`src/rtl/if_fetch_unit.sv`:
```
// Instruction-fetch front end: sequences the PC, issues single-outstanding
// imem requests and queues returned words for the IF/ID latch.
module if_fetch_unit #(
    parameter logic [31:0] RESET_PC  = 32'h0000_0000,
    parameter int          BUF_DEPTH = 2,
    parameter logic [31:0] NOP_INSTR = 32'h0000_0013
) (
    input  logic        clk,
    input  logic        rst,
    input  logic        EN,
    input  logic        Data_stall,
    input  logic        redirect,
    input  logic [31:0] redirect_pc,
    output logic        imem_req,
    output logic [31:0] imem_addr,
    input  logic        imem_ready,
    input  logic        imem_rvalid,
    input  logic [31:0] imem_rdata,
    output logic        if_valid,
    output logic [31:0] if_pc,
    output logic [31:0] if_ir
);

    localparam int PTR_W = $clog2(BUF_DEPTH);
    localparam int CNT_W = PTR_W + 1;
    localparam logic [CNT_W-1:0] FULL_CNT = CNT_W'(BUF_DEPTH);

    typedef enum logic [1:0] {
        S_REQ,
        S_WAIT,
        S_DROP
    } state_t;

    state_t            state_q, state_d;
    logic [31:0]       fetch_pc_q, fetch_pc_d;
    logic [31:0]       issued_pc_q, issued_pc_d;
    logic              outstanding_q, outstanding_d;
    logic              imem_req_q, imem_req_d;
    logic [PTR_W-1:0]  rd_ptr_q, rd_ptr_d;
    logic [PTR_W-1:0]  wr_ptr_q, wr_ptr_d;
    logic [CNT_W-1:0]  count_q, count_d;
    logic [31:0]       buf_pc_q [BUF_DEPTH];
    logic [31:0]       buf_pc_d [BUF_DEPTH];
    logic [31:0]       buf_ir_q [BUF_DEPTH];
    logic [31:0]       buf_ir_d [BUF_DEPTH];

    logic accept;
    logic push;
    logic pop;

    // imem_req_q is only ever set while in S_REQ, so this is a true handshake.
    assign accept = imem_req_q && imem_ready;
    assign push   = (state_q == S_WAIT) && imem_rvalid && !redirect;
    assign pop    = EN && !Data_stall && (count_q != '0) && !redirect;

    always_comb begin
        state_d       = state_q;
        fetch_pc_d    = fetch_pc_q;
        issued_pc_d   = issued_pc_q;
        outstanding_d = outstanding_q;
        rd_ptr_d      = rd_ptr_q;
        wr_ptr_d      = wr_ptr_q;
        count_d       = count_q;
        buf_pc_d      = buf_pc_q;
        buf_ir_d      = buf_ir_q;

        if (redirect) begin
            fetch_pc_d = redirect_pc & ~32'h3;
            rd_ptr_d   = '0;
            wr_ptr_d   = '0;
            count_d    = '0;
            // A response still in flight must be swallowed before refetching.
            if (accept) begin
                issued_pc_d   = fetch_pc_q;
                outstanding_d = 1'b1;
                state_d       = S_DROP;
            end else if (outstanding_q && !imem_rvalid) begin
                state_d = S_DROP;
            end else begin
                outstanding_d = 1'b0;
                state_d       = S_REQ;
            end
        end else begin
            case (state_q)
                S_REQ: begin
                    if (accept) begin
                        issued_pc_d   = fetch_pc_q;
                        fetch_pc_d    = fetch_pc_q + 32'd4;
                        outstanding_d = 1'b1;
                        state_d       = S_WAIT;
                    end
                end
                S_WAIT: begin
                    if (imem_rvalid) begin
                        outstanding_d = 1'b0;
                        state_d       = S_REQ;
                    end
                end
                S_DROP: begin
                    if (imem_rvalid) begin
                        outstanding_d = 1'b0;
                        state_d       = S_REQ;
                    end
                end
                default: state_d = S_REQ;
            endcase

            if (push) begin
                buf_pc_d[wr_ptr_q] = issued_pc_q;
                buf_ir_d[wr_ptr_q] = imem_rdata;
                wr_ptr_d           = wr_ptr_q + 1'b1;
            end
            if (pop) begin
                rd_ptr_d = rd_ptr_q + 1'b1;
            end
            count_d = count_q + CNT_W'(push) - CNT_W'(pop);
        end

        // Reserving a slot for the in-flight word is what makes overflow impossible.
        imem_req_d = (state_d == S_REQ) && ((count_d + CNT_W'(outstanding_d)) < FULL_CNT);
    end

    always_ff @(posedge clk or negedge rst) begin
        if (!rst) begin
            state_q       <= S_REQ;
            fetch_pc_q    <= RESET_PC;
            issued_pc_q   <= RESET_PC;
            outstanding_q <= 1'b0;
            imem_req_q    <= 1'b0;
            rd_ptr_q      <= '0;
            wr_ptr_q      <= '0;
            count_q       <= '0;
            for (int i = 0; i < BUF_DEPTH; i++) begin
                buf_pc_q[i] <= '0;
                buf_ir_q[i] <= '0;
            end
        end else begin
            state_q       <= state_d;
            fetch_pc_q    <= fetch_pc_d;
            issued_pc_q   <= issued_pc_d;
            outstanding_q <= outstanding_d;
            imem_req_q    <= imem_req_d;
            rd_ptr_q      <= rd_ptr_d;
            wr_ptr_q      <= wr_ptr_d;
            count_q       <= count_d;
            buf_pc_q      <= buf_pc_d;
            buf_ir_q      <= buf_ir_d;
        end
    end

    assign imem_req  = imem_req_q;
    assign imem_addr = fetch_pc_q;
    assign if_valid  = (count_q != '0);
    assign if_pc     = if_valid ? buf_pc_q[rd_ptr_q] : 32'h0;
    assign if_ir     = if_valid ? buf_ir_q[rd_ptr_q] : NOP_INSTR;

    a_no_overflow : assert property (@(posedge clk) disable iff (!rst)
        !(push && !pop && (count_q == FULL_CNT)));

endmodule

```
`config.mk`:
```
export PLATFORM = sky130hd
export DESIGN_NAME = if_fetch_unit
export DESIGN_NICKNAME = d
export VERILOG_FILES = /design/src/rtl/if_fetch_unit.sv
export SDC_FILE = /design/constraint.sdc
export NUM_CORES = 1
export LEC_CHECK = 0
export CORE_ASPECT_RATIO = 2
export CORE_UTILIZATION = 52
export CTS_CLUSTER_SIZE = 14
export DETAILED_ROUTE_END_ITERATION = 6
export PLACE_DENSITY = 0.76
export SLEW_MARGIN = 10
export SYNTH_ARGS = -nofsm -noshare
export SYNTH_HDL_FRONTEND = slang
export SYNTH_SLANG_ARGS = --single-unit
export TNS_END_PERCENT = 50
```
`constraint.sdc`:
```
create_clock -name clk -period 2.27 [get_ports clk]
set_clock_uncertainty 0.05 [all_clocks]
set_input_delay 0.3405 -clock clk [delete_from_list [all_inputs] [get_ports clk]]
set_output_delay 0.3405 -clock clk [all_outputs]
set_load 0.02 [all_outputs]
```
-- After elaboration in Yosys (flattened, before gate mapping)
Cells that the tools add are included.
- bits of input ports: 71
- bits in registers: 200
- word-level logic and storage cells: 84
- reductions and logical operators: 22
- bitwise logic cells: 3
- add/sub/neg operators: 6
- $lt $le $gt $ge: 4
- equal/unequal tests: 2
- multiplexer cells: 35
- operators with widths (kind ; count):
    2-to-1 mux 32 bit ; 15
    bitwise mux 64 bit ; 2
    adder 32 x 3 -> 32 bit (second input constant) ; 1
    demux 32 bit (select 1 bit) ; 1
    2-to-1 mux 2 bit ; 6
    nonzero test 2 bit ; 5
    logical AND 1 bit ; 9
    2-to-1 mux 1 bit ; 9
    adder 2 x 1 -> 2 bit ; 2
    greater-or-equal comparator 2 bit (second input constant) ; 2
    logical NOT 2 bit ; 2
    inverter 1 -> 2 bit ; 2
    case mux 2 bit (2 select lines) ; 1
    AND reduction 2 bit ; 2
    logical NOT 1 bit ; 3
    adder 1 bit (second input constant) ; 2
    == test 2 x 1 -> 1 bit (second input constant) ; 1
    == test 2 bit (second input constant) ; 1
    less-than comparator 2 x 1 -> 1 bit (second input constant) ; 1
    less-than comparator 2 bit (second input constant) ; 1
    case mux 1 bit (2 select lines) ; 1
    OR reduction 2 bit ; 1
    subtractor 2 x 1 -> 2 bit ; 1
    inverter 1 bit ; 1

-- Depth between registers and ports, before layout
Gate-level depths: netlist of run 1.
- depth after elaboration: 9
- gate-level depth with buffers: 10
- depth with buffers taken out: 10

-- Least setup slack after synthesis of run 1
Ideal clock, no wire load.
- kind: register to register
- from: register count_q[1]
- to: register imem_req_q (netlist: imem_req)
- stages on the path, launching flop included: 11
- slack: 0.229 ns
- arrival time: 1.905 ns
- data required time: 2.134 ns
- path through: dfrtp_1 nor2_1 nor3b_1 and2_1 ha_1 inv_1 ha_1 nor2b_1 o31ai_1 xnor2_1 nor3_1
- cells in the longest elaborated chain, start to end: 8
- ends and longest elaborated chain (item ; line ; source):
    start: declaration ; 41 ; logic [CNT_W-1:0] count_q, count_d;
    start signal: assignment ; 145 ; count_q <= count_d;
    nonzero test 2 bit ; 54 ; assign pop = EN && !Data_stall && (count_q != '0) && !redirect;
    logical AND 1 bit (2 in series) ; 54 ;
    subtractor 2 x 1 -> 2 bit ; 116 ; count_d = count_q + CNT_W'(push) - CNT_W'(pop);
    2-to-1 mux 2 bit ; 67 ; if (redirect) begin
    named net count_d[0] ; 41 ;
    adder 2 x 1 -> 2 bit ; 120 ; imem_req_d = (state_d == S_REQ) && ((count_d + CNT_W'(outstanding_d)) < FULL_CNT);
    less-than comparator 2 bit ; 120 ;
    logical AND 1 bit ; 120 ;
    named net imem_req_d ; 38 ; logic imem_req_q, imem_req_d;
    end signal: assignment ; 142 ; imem_req_q <= imem_req_d;
    end: declaration ; 38 ;
The timed path passes the listed nets, and every way through them passes these cells.
A chain may end at the register's enable or synchronous reset.

-- Worst setup path in the final report of run 1
- from: register rd_ptr_q
- to: output port if_ir[28]
- cells in the longest elaborated chain, start to end: 5
- ends and longest elaborated chain (item ; line ; source):
    start: declaration ; 39 ; logic [PTR_W-1:0] rd_ptr_q, rd_ptr_d;
    start signal: assignment ; 143 ; rd_ptr_q <= rd_ptr_d;
    inverter 1 -> 2 bit (implied by the code) ; 155 ; assign if_ir = if_valid ? buf_ir_q[rd_ptr_q] : NOP_INSTR;
    2-to-1 mux 32 bit (implied by the code) (3 in series) ; 155 ;
    2-to-1 mux 32 bit ; 155 ;
    end: declaration ; 21 ; output logic [31:0] if_ir
No other way between the ends. The select of a mux whose other input is x is not followed.

==> out/metrics.yaml, run 1 <==
outcome: "finished, final reports clean"
core_mm2: 0.01677
finalNetCount: 1033
dr.max_layer_used: "met4"
setup_viol: 0
swShare: 0.2929
combPwrFrac: 0.206
vias: 6283
finalNonFillerCells: 1176
wl_met2_um: 11100
path_clk_slew_ns: 0.07
wl_met1_um: 8015
min_period_ns: 2.245
antenna_left: 0
critical-path-top-delay-family: "buffers and inverters"
slew_headroom: 0.6284
portBuffers: 162
hold_class: "in -> reg"
drive_above_1_share: 0.2436
wl_per_cell_um: 17.12
hold_viol: 0
grt_max_degree: 66
p_int_mw: 6.820
start_util: 0.5295
crit_buf_inv: 2
crit_path_start_kind: "flip-flop"
synth_cells: 771
synth_top_area_frac: 0.5412
die_y_um: 186.8
p_seq_frac: 0.499
maxSlewViolCount: 0
dr.pass1.iters: 4
path_cells: "buf_12 -> mux2i_2 -> nor2_1 -> dlygate4sd2_1"
crit_fanout: 19
placed_cells: 1134
end_kind: "output port"
yosysWarnings: 0
postPlaceCellArea_mm2: 0.01097
routed_via_density: 5.343
gp_congestion: 0.7890
max_freq_mhz: 445.5
synth.avg_cell_area_um2: 11.51
cts_buffers: 17
synthTopCellsByArea: "dfrtp_1 54%, mux2_2 16%, mux2i_1 7.1%, nand2_1 5.6%, nor2_1 2.9%"
fin_area_mm2: 0.01161
syn_to_final_growth_pct: 30.80
yosys_register_bits: 192
dr_wl_met3_um: 667
reg2reg_slack_ns: 0.14
cap_violations: 0
p_leak_nw: 5.457
required_ns: 1.88
p_sw_mw: 2.826
synth_commonest_cells: "192 x dfrtp_1, 133 x nand2_1, 126 x mux2_2, 68 x nor2_1, 63 x mux2i_1"
synth_area_mm2: 0.008877
cp_slowest_cell: "dfrtp_4"
drc_errors: 0
synth_ff_type: "dfrtp_1"
worstPathArrival_ns: 1.85
grt_pass1_vias: 6329
clkSinkCount: 192
synth_seq_area_share: 0.5412
critical_path_class: "reg -> out"
drt_iter0_markers: 198
overflow: 0
clk_latency_ns: 0.43
ys_types: 44
async_flop_share: 1.000
p_clk_frac: 0.294
cts_tree: "done"
grt_antenna_before_repair: 0
cts_root_buf: "clkbuf_16"
synth_area_leader_cell: "dfrtp_1"
clk_path_buf_depth: 2
power.density_mw_per_mm2: 830.7
insertedDiodeCount: 0
synth-edff-count: 0
track_usage: 0.2399
dieArea_mm2: 0.01763
ir_worst_vdd_v: 0.0004567
place_hpwl_um: 13690
rsz0062_at_grt: "true"
drt-total-wl_um: 20140
worst_pin_slew_ns: 0.5574
cp_slowest_stage_delay_ns: 0.53
hold_ws_ns: 0.1765
dieWidth_um: 94.39
num_rows: 67
ioPinCount: 169
yosysMostFrequentCell: "dfrtp_1"
htree_levels: 4
grt_pass1_wl_um: 32200
timing.final.crit_share: 0.9889
[cell usage in the layout (no fill, tap or decap), types with 6 or more instances in the layout]
cell	synthesis	routed
clkdlybuf4s50_1	0	97
dlygate4sd2_1	0	55
mux2i_1	63	61
buf_12	0	11
xor2_1	10	10
nand4_1	9	9
nand2_1	133	133
buf_4	4	31
o21ai_1	11	11
mux2_2	126	126
inv_1	7	7
dfrtp_1	192	191
clkbuf_16	0	18
xnor2_1	24	24
ha_1	6	6
nor3_2	7	7
o21ai_0	20	20
nor2_1	68	63
nand3_1	10	10
[stage by stage]
step	setup WS (ns)	utilization	power, mW	TNS [ns]
after floorplan	0.2293	-	6.037	0
after global placement	-0.04791	0.6543	6.735	-0.1634
after detailed placement	-0.1029	0.6543	6.855	-0.2682
after CTS	-0.2288	0.6890	9.723	-0.3099
after global routing	-0.02863	0.6925	10.20	-0.09370
final	0.02510	0.6925	9.646	0
[final timing paths]
path,depth (start not counted),from,end
worst min register to register,2,issued_pc_q[18],issued_pc_q[18]
worst min-delay path,2,redirect,imem_addr[6]
min in group asynchronous,2,rst,buf_ir_q[42]
worst max-delay path,4,rd_ptr_q,if_ir[28]
worst max register to register,8,state_q[1],imem_addr[27]
max in group asynchronous,3,rst,rd_ptr_q
[power by group through the flow]
stage	sequential [mW]	clock, mW	combinational, mW
2_1_floorplan	4.78	0	1.26
3_3_place_gp	4.82	0	1.92
3_5_place_dp	4.88	0	1.98
4_1_cts	4.82	2.90	2.00
5_1_grt	4.94	3.06	2.20
6_report	4.82	2.84	1.99
[cell type report]
class / count / area, um2
sequential: 192 / 4808
multi-input combinational: 529 / 3862
timing repair buffer: 209 / 2093
clock buffer: 19 / 442.9
clock inverter: 13 / 118.9
fill: 1303 / 5155
inverter: 7 / 26.28
tap: 207 / 259.0
[metal layers]
| layer | up-vias | GRT usage |
|---|---|---|
| met5 | - | 0 |
| met4 | 0 | 0.08166 |
| met3 | 20 | 0.03667 |
| met2 | 153 | 0.4373 |
| met1 | 3125 | 0.2781 |
| li1 | 2985 | - |
[what timing repair did]
item | CTS | global route
setup endpoints to repair | 63 | 28
resized for setup | 77 | 9
hold endpoints to repair | 62 | 0
setup buffers | 4 | 3
gates cloned | 1 | 1
hold buffers | 1 | 0
pin swaps | 0 | 2
[flip-flops by register name, indices dropped and copies added (netlist names), 2 cells and up]
signal and flops:
imem_addr 30, count_q 2, buf_ir_q 64, state_q 2
issued_pc_q 30, buf_pc_q 60
[logic make-up (layout without fill, tap and decap cells)]
logic type | count (synthesis) | in the layout | share of synthesized area
compound gates | 39 | 39 | 0.02438
xor+xnor | 34 | 34 | 0.03354
fa+ha+maj | 6 | 6 | 0.008456
buf+inv | 53 | 248 | 0.02903
flops | 192 | 192 | 0.5412
mux | 189 | 189 | 0.2309
other cells | 1 | 4 | 0.0004224
simple gates | 257 | 257 | 0.1321
Note: power is estimated with default switching activity, not from simulation.
==> run 2: changes to the inputs <==
--- a/config.mk
+++ b/config.mk
@@ -5,6 +5,7 @@
 export SDC_FILE = /design/constraint.sdc
 export NUM_CORES = 1
 export LEC_CHECK = 0
+export CAP_MARGIN = 40
 export CORE_ASPECT_RATIO = 2
 export CORE_UTILIZATION = 52
 export CTS_CLUSTER_SIZE = 14
==> results of run 2 <==
Final layout, timing and power as in run 1 (identical DEF).
==> run 3: changes to the inputs <==
--- a/config.mk
+++ b/config.mk
@@ -10,7 +10,7 @@
 export CORE_UTILIZATION = 52
 export CTS_CLUSTER_SIZE = 14
 export DETAILED_ROUTE_END_ITERATION = 6
-export PLACE_DENSITY = 0.76
+export PLACE_DENSITY_LB_ADDON = 0.25
 export SLEW_MARGIN = 10
 export SYNTH_ARGS = -nofsm -noshare
 export SYNTH_HDL_FRONTEND = slang
==> constraint.sdc (replaced) <==
create_clock -name clk -period 2.1 [get_ports clk]
set_clock_uncertainty 0.05 [all_clocks]
set_input_delay 0.315 -clock clk [delete_from_list [all_inputs] [get_ports clk]]
set_output_delay 0.315 -clock clk [all_outputs]
set_load 0.02 [all_outputs]
==> run 3 against run 2 <==
The run now ends with setup timing left. Register-to-register slack worse by 0.17 ns. Critical path depth rose by 4. Combinational power up 15%. Count of clock-buffer cells in the layout down 1. Via count grew 1.5%. Non-clock buffer count up 17. Hold slack better by 0.055 ns. Largest cell class unchanged. Largest power group unchanged. Highest routed layer unchanged.
==> out/metrics.yaml, run 3 (synthesized netlist as in run 1, its figures left out) <==
drt-total-wl_um: 21190  # +5.2%
dr.pass1.iters: 4  # unchanged
path_clk_slew_ns: 0.07  # about the same
top_register: "buf_ir_q"
cp_slowest_stage_delay_ns: 0.53  # about the same
required_ns: 2.34  # +0.46 ns
cts_buffers: 17  # unchanged
track_usage: 0.2536  # +0.01366
cap_violations: 0  # unchanged
regArea_mm2: 0.004808  # unchanged
finalNetCount: 1050  # +1.6%
violations: "setup timing"
timing.final.crit_share: 1.015
final_common_cell: "dfrtp_1"
worst_slack_ns: -0.03141  # -0.05651 ns
num_rows: 67  # unchanged
place_hpwl_um: 14290  # +4.4%
setup_viol: 4  # +4
dieArea_mm2: 0.01763  # unchanged
power.density_mw_per_mm2: 912.9  # +9.9%
crit_path_start_kind: "flip-flop"
gp_congestion: 0.8307  # +5.3%
cts_tree: "done"
grt_antenna_before_repair: 0  # unchanged
slew_headroom: 0.6604  # +0.03197
r2r_cells: 8  # unchanged
dieWidth_um: 94.39  # unchanged
start_util: 0.5295  # unchanged
end_kind: "flip-flop"
postPlaceCellArea_mm2: 0.01111  # +1.2%
htree_levels: 4  # unchanged
worst_pin_slew_ns: 0.5095  # -0.04796 ns
drive_above_1_share: 0.3188  # +0.07523
ioPinCount: 169  # unchanged
final_cell_mix: "191 x dfrtp_1, 133 x nand2_1, 126 x mux2_2"
fin_area_mm2: 0.01171  # +0.83%
overflow: 0  # unchanged
pre_cts_ws_ns: -0.2010  # -0.09811 ns
wl_per_cell_um: 17.77  # +3.8%
crit_buf_inv: 2  # unchanged
hold_viol: 0  # unchanged
largestRegisters: "buf_ir_q (64), buf_pc_q (60)"
core_mm2: 0.01677  # unchanged
portBuffers: 162  # unchanged
vias: 6375  # +1.5%
crit_fanout: 5  # -14
hold_class: "in -> reg"
grt_pass1_wl_um: 33930  # +5.4%
syn_to_final_growth_pct: 31.88
cts_root_buf: "clkbuf_16"
drt_iter0_markers: 256  # +29%
worstPathArrival_ns: 2.37  # +0.52 ns
cp_slowest_cell: "or4_4"
clk_latency_ns: 0.42  # about the same
finalNonFillerCells: 1192  # +1.4%
clkSinkCount: 192  # unchanged
largest_register_ffs: 64  # unchanged
drc_errors: 0  # unchanged
holdPathStages: 3  # +1
path_cells: "inv_1 -> ha_2 -> o211ai_1 -> or4_4 -> buf_6 -> nor4_4 -> xnor2_1 -> o21ai_1"
clk_path_buf_depth: 2  # unchanged
outcome: "finished with violations"
routed_via_density: 5.348  # +0.10%
min_period_ns: 2.131
crit_cells: 8  # +4
p_leak_nw: 5.460  # about the same
grt_max_degree: 62  # -6.1%
nFillCells: 1256  # -3.6%
rsz0062_at_grt: "true"
multiInputGateArea_mm2: 0.003921  # +1.5%
critical_path_class: "reg -> reg"
max_freq_mhz: 469.2
grt_pass1_vias: 6729  # +6.3%
ir_worst_vdd_v: 0.0006132  # +34%
maxSlewViolCount: 0  # unchanged
placed_cells: 1152  # +1.6%
insertedDiodeCount: 0  # unchanged
die_y_um: 186.8  # unchanged
critical-path-top-delay-family: "simple AND/OR/NAND/NOR gates"
antenna_left: 0  # unchanged
==> run 3: changes by cell type in the layout (fill, tap and decap cells not counted), sizes merged <==
cell           previous run  this run
inv                      15        11
clkinv                    3         2
clkinvlp                  2         5
buf                      46       119
dlygate4sd2              55         1
bufinv                    0         2
clkdlybuf4s15             5         3
dlymetal6s2s              1         0
==> run 3: path summary, 6_finish.rpt <==
check | slack (ns) | from | to
setup / recovery | -0.03 | state_q[0] | imem_addr[30]
hold / removal | 0.23 | redirect | count_q[0]
setup reg to reg | -0.03 | state_q[0] | imem_addr[30]
hold reg to reg | 0.45 | issued_pc_q[3] | issued_pc_q[3]
max in group asynchronous | 1.08 | rst | buf_pc_q[21]
min in group asynchronous | 0.30 | rst | buf_ir_q[24]
==> run 3: worst register-to-register path, delay by kind of cell (launching register included) <==
kind                       cells  cell delay (ns)
adders and majority gates      1             0.18
buffers and inverters          2             0.26
xor gates and xnor gates       1             0.15
DFF                            1             0.39
and+or+nand+nor                2             0.75
AOI/OAI and AO/OA              2             0.23
==> run 3: power by group <==
group / total, mW / internal (mW) / switching [mW]
clock network: 3.23 / 1.81 / 1.42
logic: 2.28 / 1.23 / 1.05
registers: 5.18 / 4.61 / 0.562
total: 10.7 / 7.65 / 3.03
==> run 3: final cells by class <==
class | count | share of cell area
flip-flops and latches | 192 | 0.4107
multi-input cells | 529 | 0.3349
repair buffers | 226 | 0.1792
clock buffers | 18 | 0.03751
well taps | 207 | 0.02212
clock inverters | 13 | 0.01325
inverters | 7 | 0.002244
==> run 3: metal layers <==
metal	GRT usage	routed length (um)
met3	0.04523	771
met5	0	0
met4	0.09349	486
met2	0.4579	11680
met1	0.2905	8253
==> run 3: what timing repair did <==
item                                   CTS  global route
setup buffers                            2             3
pin swaps                                2            10
gates resized for setup                252            38
endpoints found under the hold margin   26             0
hold buffers                             1             0
setup endpoints to repair               73            60
gates cloned                             2             1
==> run 3: metrics by stage <==
step | power (mW) | util | setup TNS, ns | hold slack (ns)
6_report | 10.69 | 0.6983 | -0.07871 | 0.2315
5_1_grt | 11.28 | 0.6983 | -1.344 | 0.2387
4_1_cts | 10.75 | 0.6896 | -0.3095 | 0.2028
3_5_place_dp | 7.484 | 0.6624 | -3.151 | 0.1877
3_3_place_gp | 7.369 | 0.6624 | -2.598 | 0.1830
2_1_floorplan | 6.525 | - | 0 | -0.03059
